<file path="config.mk">
export PLATFORM = sky130hd
export DESIGN_NAME = hpdmc_rdcapture
export DESIGN_NICKNAME = d
export VERILOG_FILES = /design/src/rtl/hpdmc_rdcapture.sv
export SDC_FILE = /design/constraint.sdc
export NUM_CORES = 1
export LEC_CHECK = 0
export BUFFER_PORTS_ARGS = -buffer_cell sky130_fd_sc_hd__buf_2
export CAP_MARGIN = 10
export CORE_MARGIN = 2
export CORE_UTILIZATION = 60
export DETAILED_ROUTE_END_ITERATION = 12
export GPL_ROUTABILITY_DRIVEN = 0
export PLACE_DENSITY = 0.74
export SLEW_MARGIN = 25
export SYNTH_ARGS = -nofsm -noshare
export SYNTH_HDL_FRONTEND = slang
export SYNTH_SLANG_ARGS = --single-unit
</file>
<file path="constraint.sdc">
create_clock -name sys_clk -period 3 [get_ports sys_clk]
set_input_delay 0 -clock sys_clk [delete_from_list [all_inputs] [get_ports sys_clk]]
set_output_delay 0 -clock sys_clk [all_outputs]
set_load 0.02 [all_outputs]
</file>
<file path="src/rtl/hpdmc_rdcapture.sv">
// Read-data capture: merges DDR halves into 32-bit words and buffers each burst in a FIFO.
// Command-to-rd_valid latency rd_delay+2; rd_ready low stalls the FIFO, a full FIFO drops captures.

// Generic synchronous FIFO with registered storage; head visible the cycle after its push.
// Full FIFO accepts a push only when the head is popped in the same cycle.
module hpdmc_rdcapture_fifo #(
  parameter int W     = 33,
  parameter int DEPTH = 8
) (
  input  logic         clk,
  input  logic         rst_n,
  input  logic         wr_vld,
  input  logic [W-1:0] wr_dat,
  output logic         wr_rdy,
  output logic         rd_vld,
  output logic [W-1:0] rd_dat,
  input  logic         rd_rdy
);
  localparam int AW = $clog2(DEPTH);

  logic [W-1:0]  mem_q [DEPTH];
  logic [W-1:0]  mem_d [DEPTH];
  logic [AW-1:0] wptr_q, wptr_d;
  logic [AW-1:0] rptr_q, rptr_d;
  logic [AW:0]   cnt_q, cnt_d;
  logic          push, pop;

  always_comb begin
    rd_vld = (cnt_q != '0);
    wr_rdy = (cnt_q != (AW+1)'(DEPTH)) || rd_rdy;
    rd_dat = rd_vld ? mem_q[rptr_q] : '0;
    push   = wr_vld & wr_rdy;
    pop    = rd_vld & rd_rdy;
    mem_d  = mem_q;
    if (push) begin
      mem_d[wptr_q] = wr_dat;
    end
    wptr_d = wptr_q + AW'(push);
    rptr_d = rptr_q + AW'(pop);
    cnt_d  = cnt_q + (AW+1)'(push) - (AW+1)'(pop);
  end

  always_ff @(posedge clk or negedge rst_n) begin
    if (!rst_n) begin
      mem_q  <= '{default: '0};
      wptr_q <= '0;
      rptr_q <= '0;
      cnt_q  <= '0;
    end else begin
      mem_q  <= mem_d;
      wptr_q <= wptr_d;
      rptr_q <= rptr_d;
      cnt_q  <= cnt_d;
    end
  end
endmodule

// Capture stage: delay line picks burst start, counter tags the last word, FIFO feeds the bus.
// Capture is one word per cycle; output stalls on rd_ready, overflow flags dropped words.
module hpdmc_rdcapture #(
  parameter int BURST_LEN    = 4,
  parameter int RD_DELAY_MAX = 7,
  parameter int FIFO_DEPTH   = 8
) (
  input  logic        sys_clk,
  input  logic        sys_rst_n,
  input  logic        rd_start,
  input  logic [2:0]  rd_delay,
  input  logic        word_swap,
  input  logic [15:0] iddr_q0,
  input  logic [15:0] iddr_q1,
  output logic [31:0] rd_data,
  output logic        rd_valid,
  input  logic        rd_ready,
  output logic        rd_last,
  output logic        busy,
  output logic        overflow,
  output logic        overlap_err,
  input  logic        clear_err
);
  localparam int CW = $clog2(BURST_LEN);

  typedef struct packed {
    logic        last;
    logic [31:0] dat;
  } rd_word_t;

  logic [RD_DELAY_MAX:0] dly_q, dly_d;
  logic                  act_q, act_d;
  logic [CW-1:0]         cnt_q, cnt_d;
  logic                  ovf_q, ovf_d;
  logic                  ovl_q, ovl_d;
  logic                  tap, start, cap_vld, cap_rdy, fifo_vld;
  rd_word_t              cap_dat, head_dat;

  always_comb begin
    dly_d = {dly_q[RD_DELAY_MAX-1:0], rd_start};
    // dly_q[k] holds a rd_start sampled k+1 edges ago
    tap   = dly_q[rd_delay];
    start = tap & ~act_q;
    cap_vld = start | act_q;
    cap_dat.last = act_q && (cnt_q == CW'(1));
    cap_dat.dat  = word_swap ? {iddr_q1, iddr_q0} : {iddr_q0, iddr_q1};
    act_d = act_q;
    cnt_d = cnt_q;
    if (start) begin
      act_d = 1'b1;
      cnt_d = CW'(BURST_LEN - 1);
    end else if (act_q) begin
      cnt_d = cnt_q - CW'(1);
      if (cnt_q == CW'(1)) begin
        act_d = 1'b0;
      end
    end
    ovf_d = (ovf_q & ~clear_err) | (cap_vld & ~cap_rdy);
    ovl_d = (ovl_q & ~clear_err) | (tap & act_q);
  end

  always_ff @(posedge sys_clk or negedge sys_rst_n) begin
    if (!sys_rst_n) begin
      dly_q <= '0;
      act_q <= 1'b0;
      cnt_q <= '0;
      ovf_q <= 1'b0;
      ovl_q <= 1'b0;
    end else begin
      dly_q <= dly_d;
      act_q <= act_d;
      cnt_q <= cnt_d;
      ovf_q <= ovf_d;
      ovl_q <= ovl_d;
    end
  end

  hpdmc_rdcapture_fifo #(
    .W     ($bits(rd_word_t)),
    .DEPTH (FIFO_DEPTH)
  ) u_fifo (
    .clk    (sys_clk),
    .rst_n  (sys_rst_n),
    .wr_vld (cap_vld),
    .wr_dat (cap_dat),
    .wr_rdy (cap_rdy),
    .rd_vld (fifo_vld),
    .rd_dat (head_dat),
    .rd_rdy (rd_ready)
  );

  assign rd_valid    = fifo_vld;
  assign rd_data     = head_dat.dat;
  assign rd_last     = head_dat.last;
  assign busy        = (|dly_q) | act_q | fifo_vld;
  assign overflow    = ovf_q;
  assign overlap_err = ovl_q;
endmodule

</file>
# Word-level counts from Yosys, hierarchy flattened
# Index checks and enable logic that the tools add are counted.
[classes] n_addsub=5 n_reduce_logical=6 eq_ne=2 n_bitwise=17 mux=15 magnitude_cmp=4
[ops] cell="$bwmux 264" count=1
[ops] cell="$mux 33" count=4
[ops] cell="$bmux 33 s3" count=1
[ops] cell="$demux 33 s3" count=1
[ops] cell="$mux 32" count=1
[ops] cell="$ge 4x4->1 const B" count=2
[ops] cell="$not 3->4" count=2
[ops] cell="$reduce_or 8->1" count=1
[ops] cell="$and 1x1->1" count=7
[ops] cell="$add 3x1->3" count=2
[ops] cell="$or 1x1->1" count=5
[ops] cell="$add 4x1->4" count=1
[ops] cell="$lt 3x4->1 const B" count=1
[ops] cell="$lt 4x1->1 const B" count=1
[ops] cell="$mux 1" count=4
[ops] cell="$mux 2" count=2
[ops] cell="$ne 4x4->1 const B" count=1
[ops] cell="$reduce_bool 4->1" count=1
[ops] cell="$sub 4x1->4" count=1
[ops] cell="$bmux 1 s3" count=1
[ops] cell="$not 1->1" count=3
[ops] cell="$eq 2x1->1 const B" count=1
[ops] cell="$logic_and 1x1->1" count=2
[ops] cell="$reduce_bool 2->1" count=1
[ops] cell="other kinds (2)" count=2
[word_totals] register_bits=287 out_inout_bits=37 elab_cells=65 inputBits=41

# Longest topological paths before layout
[depth] word_depth=7 depth_mapped=11

# Cells and area by module
# A second synthesis with hierarchy kept.
[hier_totals] hier_cells=804 area_unflattened_um2=14461.4
[modules_own_cells] mod="hpdmc_rdcapture_fifo" instances=1 cells_each=729 area_per_inst_um2=13575.5
[modules_own_cells] mod="hpdmc_rdcapture" instances=1 cells_each=75 area_per_inst_um2=885.8

# Worst setup path after synthesis
# No wires, ideal clock.
[synth_timing] kind="reg2reg" start="reg u_fifo.cnt_q[2]" end="reg u_fifo.cnt_q[3]" slack_ns=0.764 stages_incl_launch_ff=12 n_path_buf=1 t_arrival_ns=2.157 setup_ns=0.079 path_cell_list="dfrtp_1 > inv_1 > ha_1 > and2_1 > clkbuf_1 > inv_1 > nand2_1 > or2_2 > ha_1 > a21o_1 > a21oi_1 > xor2_1"
[synth_via] word_cells_on_any_way=7 classes_between="add/sub: 2; eq/ne: 1; bitwise: 2; reduce/logical: 2"
[synth_rtl] item="start: declaration" line_no="25" rtl="logic [AW:0] cnt_q, cnt_d;"
[synth_rtl] item="start signal: assignment" line_no="53" rtl="cnt_q <= cnt_d;"
[synth_rtl] item="$reduce_bool 4->1" line_no="29" rtl="rd_vld = (cnt_q != '0);"
[synth_rtl] item="via rd_valid" line_no="73" rtl="output logic rd_valid,"
[synth_rtl] item="$and 1x1->1" line_no="33" rtl="pop = rd_vld & rd_rdy;"
[synth_rtl] item="$sub 4x1->4" line_no="40" rtl="cnt_d = cnt_q + (AW+1)'(push) - (AW+1)'(pop);"
[synth_rtl] item="via u_fifo.cnt_d[3]" line_no="25"
# The timed path passes the listed nets, and every way through them passes these cells.
# A chain may end at the register's enable or synchronous reset.

# Worst setup path after layout
[layout_timing] start="reg u_fifo.rptr_q[0]" end="out rd_data[14]"
[layout_via] elab_chain_cells=5
[layout_lines] item="start: declaration" line_no="24" rtl="logic [AW-1:0] rptr_q, rptr_d;"
[layout_lines] item="start signal: assignment" line_no="52" rtl="rptr_q <= rptr_d;"
[layout_lines] item="$not 3->4 (not written as such)" line_no="31" rtl="rd_dat = rd_vld ? mem_q[rptr_q] : '0;"
[layout_lines] item="$bmux 33 s3" line_no="31"
[layout_lines] item="$mux 33 (not written as such) (2 in series)" line_no="31"
[layout_lines] item="$mux 33" line_no="31"
[layout_lines] item="end: declaration" line_no="72" rtl="output logic [31:0] rd_data,"
# No other way between the ends. The select of a mux whose other input is x is not followed.

==> flow_summary.json <==
{
  "status": "finished, final reports clean",
  "max_slew_margin": 0.403,
  "die_y_um": 159,
  "grt_pass1_vias": 12100,
  "die_x_um": 159,
  "cts_tree": "built",
  "cts_sinks": 287,
  "critPathKind": "flop to output port",
  "h-tree-depth": 1,
  "routed_wl_um": 44000,
  "ios": 78,
  "worst_slew_pin_slew_ns": 0.895,
  "syn_area_mm2": 0.0145,
  "timing.final.crit_period_ns": 2.70,
  "crit_path_end_kind": "output port",
  "cp.required_ns": 3.00,
  "die-area_mm2": 0.0253,
  "synthTopCellsByArea": "dfrtp_1, a32oi_1, mux4_2",
  "place_hpwl_um": 25700,
  "synth_nets": 1308,
  "cts_max_path_buffers": 3,
  "drive_above_1_share": 0.248,
  "min_path_type": "primary input to asynchronous set/reset pin",
  "synth-edff-count": 0,
  "synth_area_leader_cell": "dfrtp_1",
  "syn_avg_cell_area_um2": 11.5,
  "worstPathMaxFanout": 23,
  "ys_seq_elements": 287,
  "viasPerCell": 7.19,
  "hold_viol": 0,
  "nets": 1355,
  "overflow": 0,
  "ir_drop_uv": 806,
  "power.density_mw_per_mm2": 1260,
  "antenna_found_initial": 0,
  "rows": 56,
  "rsz0062_at_grt": "false",
  "ant_nets": 0,
  "initial_core_util": 0.614,
  "ys_types": 43,
  "placed_area_mm2": 0.0154,
  "start_kind": "flop",
  "via_count": 11800,
  "layout.area.seq_mm2": 0.00719,
  "clock-root-buffer": "clkbuf_16",
  "worstSetupStartpoint": "u_fifo.rptr_q[0]",
  "grt_pass1_wl_um": 68700,
  "cts_buffers": 29,
  "maxCapViolCount": 0,
  "design_area_mm2": 0.0165,
  "core_mm2": 0.0235,
  "synth_commonest_cells": "dfrtp_1, nor2_1, a32oi_1, mux4_2, buf_2",
  "slew_viol_final": 0,
  "nFillCells": 1713,
  "postLayoutCoreUtil": 0.700,
  "cts_setup_buffers": 0,
  "setup_viol": 0,
  "post-route-period-util": 0.900,
  "multi_input_area_mm2": 0.00646,
  "grt_max_degree": 87,
  "clkSlewWorstSetupHoldPaths_ns": 0.06,
  "fin_tns_setup_ns": 0,
  "clk_latency_ns": 0.55,
  "postCtsResizedCells": 0,
  "seq_area_frac_synth": 0.497,
  "avgRoutedWirePerCell_um": 26.8,
  "port_buffers": 77,
  "synth.most_common_cell": "dfrtp_1",
  "worstPathArrival_ns": 2.70,
  "antennaDiodeCount": 0,
  "synth_ff_type": "dfrtp_1",
  "area_delta_synth_final_pct": 14.0,
  "drt-initial-drc-count": 1482,
  "ys_warn_count": 0,
  "yosysTopAreaCellShare": 0.497,
  "async_reset_ff_frac": 1.00,
  "syn_inst": 1257,
  "power.leakage_nw": 6.44,
  "skew_ns": 0.00962,
  "fmax_mhz": 370,
  "timing.rr.start": "u_fifo.cnt_q[2]",
  "grt_use_total": 0.346,
  "dr.pass1.iters": 8,
  "hold_buffers": 8,
  "drc": 0
}
-- area by class of cell --
cell class | count | share of cell area
flip-flops and latches | 287 | 0.436
multi-input cells | 799 | 0.392
repair buffers | 170 | 0.0813
clock buffers | 40 | 0.0520
well taps | 319 | 0.0242
clock inverters | 12 | 0.00995
inverters | 17 | 0.00387
-- flip-flops by register name, indices dropped and copies added (netlist names), 2 cells and up --
signal	flops
dly_q	8
u_fifo.wptr_q	3
u_fifo.mem_q	264
cnt_q	2
u_fifo.cnt_q	4
u_fifo.rptr_q	3
-- cells in the final DEF (no fill, tap or decap), types with 29 or more instances in the layout --
master,count
mux4_2,66
a211oi_1,32
nor2_2,30
buf_2,76
nor2b_1,35
buf_4,67
clkbuf_16,29
dfrtp_1,284
mux2i_1,38
a32oi_1,256
nor2_1,265
-- cells by family (layout without fill, tap and decap cells) --
family                     Yosys count  count (layout)  share of synthesized area
DFF                                287             287                      0.497
and+or+nand+nor                    374             374                      0.121
muxes                              105             105                      0.130
xor gates and xnor gates             5               5                    0.00303
buffers and inverters              171             239                     0.0587
AOI/OAI and AO/OA                  305             305                      0.181
adders and majority gates           10              10                    0.00918
-- power by group --
group	leakage (nW)	internal [mW]	switching, mW
Sequential	3.10	5.66	1.26
Combinational	2.82	4.29	5.65
Clock	0.513	2.33	1.54
Total	6.44	12.3	8.46
-- routing by layer --
| layer | track usage | vias up | part of all wire |
|---|---|---|---|
| met3 | 0.0774 | 140 | 0.10 |
| met1 | 0.472 | 6001 | 0.39 |
| met5 | 0 | - | 0 |
| met2 | 0.547 | 765 | 0.48 |
| li1 | - | 4919 | - |
| met4 | 0.134 | 0 | 0.040 |
-- per-stage QoR --
step / setup WS (ns) / hold slack (ns) / instances / total power [mW]
floorplan: 0.764 / -0.296 / 1257 / 13.6
global placement: 0.629 / 0.0635 / 1584 / 16.4
detailed placement: 0.539 / 0.0598 / 1584 / 16.7
CTS: 0.280 / 0.00355 / 1644 / 20.6
global route: 0.174 / 0.0281 / 1644 / 21.8
finish: 0.299 / 0.0199 / 1644 / 20.7
-- path summary, 6_finish.rpt --
path	slack [ns]	cells after the start	endpoint
worst max register to register	0.51	7	u_fifo.mem_q[259]
worst min-delay path	0.02	2	u_fifo.mem_q[109]
min in group sys_clk	0.02	4	u_fifo.mem_q[223]
worst max-delay path	0.30	5	rd_data[14]
worst min register to register	0.41	0	dly_q[3]
max in group asynchronous	2.10	3	u_fifo.mem_q[97]
-- worst max-delay path, cell delays in order, from the launching register on --
cell	delay (ns)
dfrtp_4	0.74
buf_4	0.34
mux4_2	0.54
mux2i_1	0.23
nor2_1	0.08
buf_2	0.18
No activity file was read; power rests on OpenSTA's default activity.
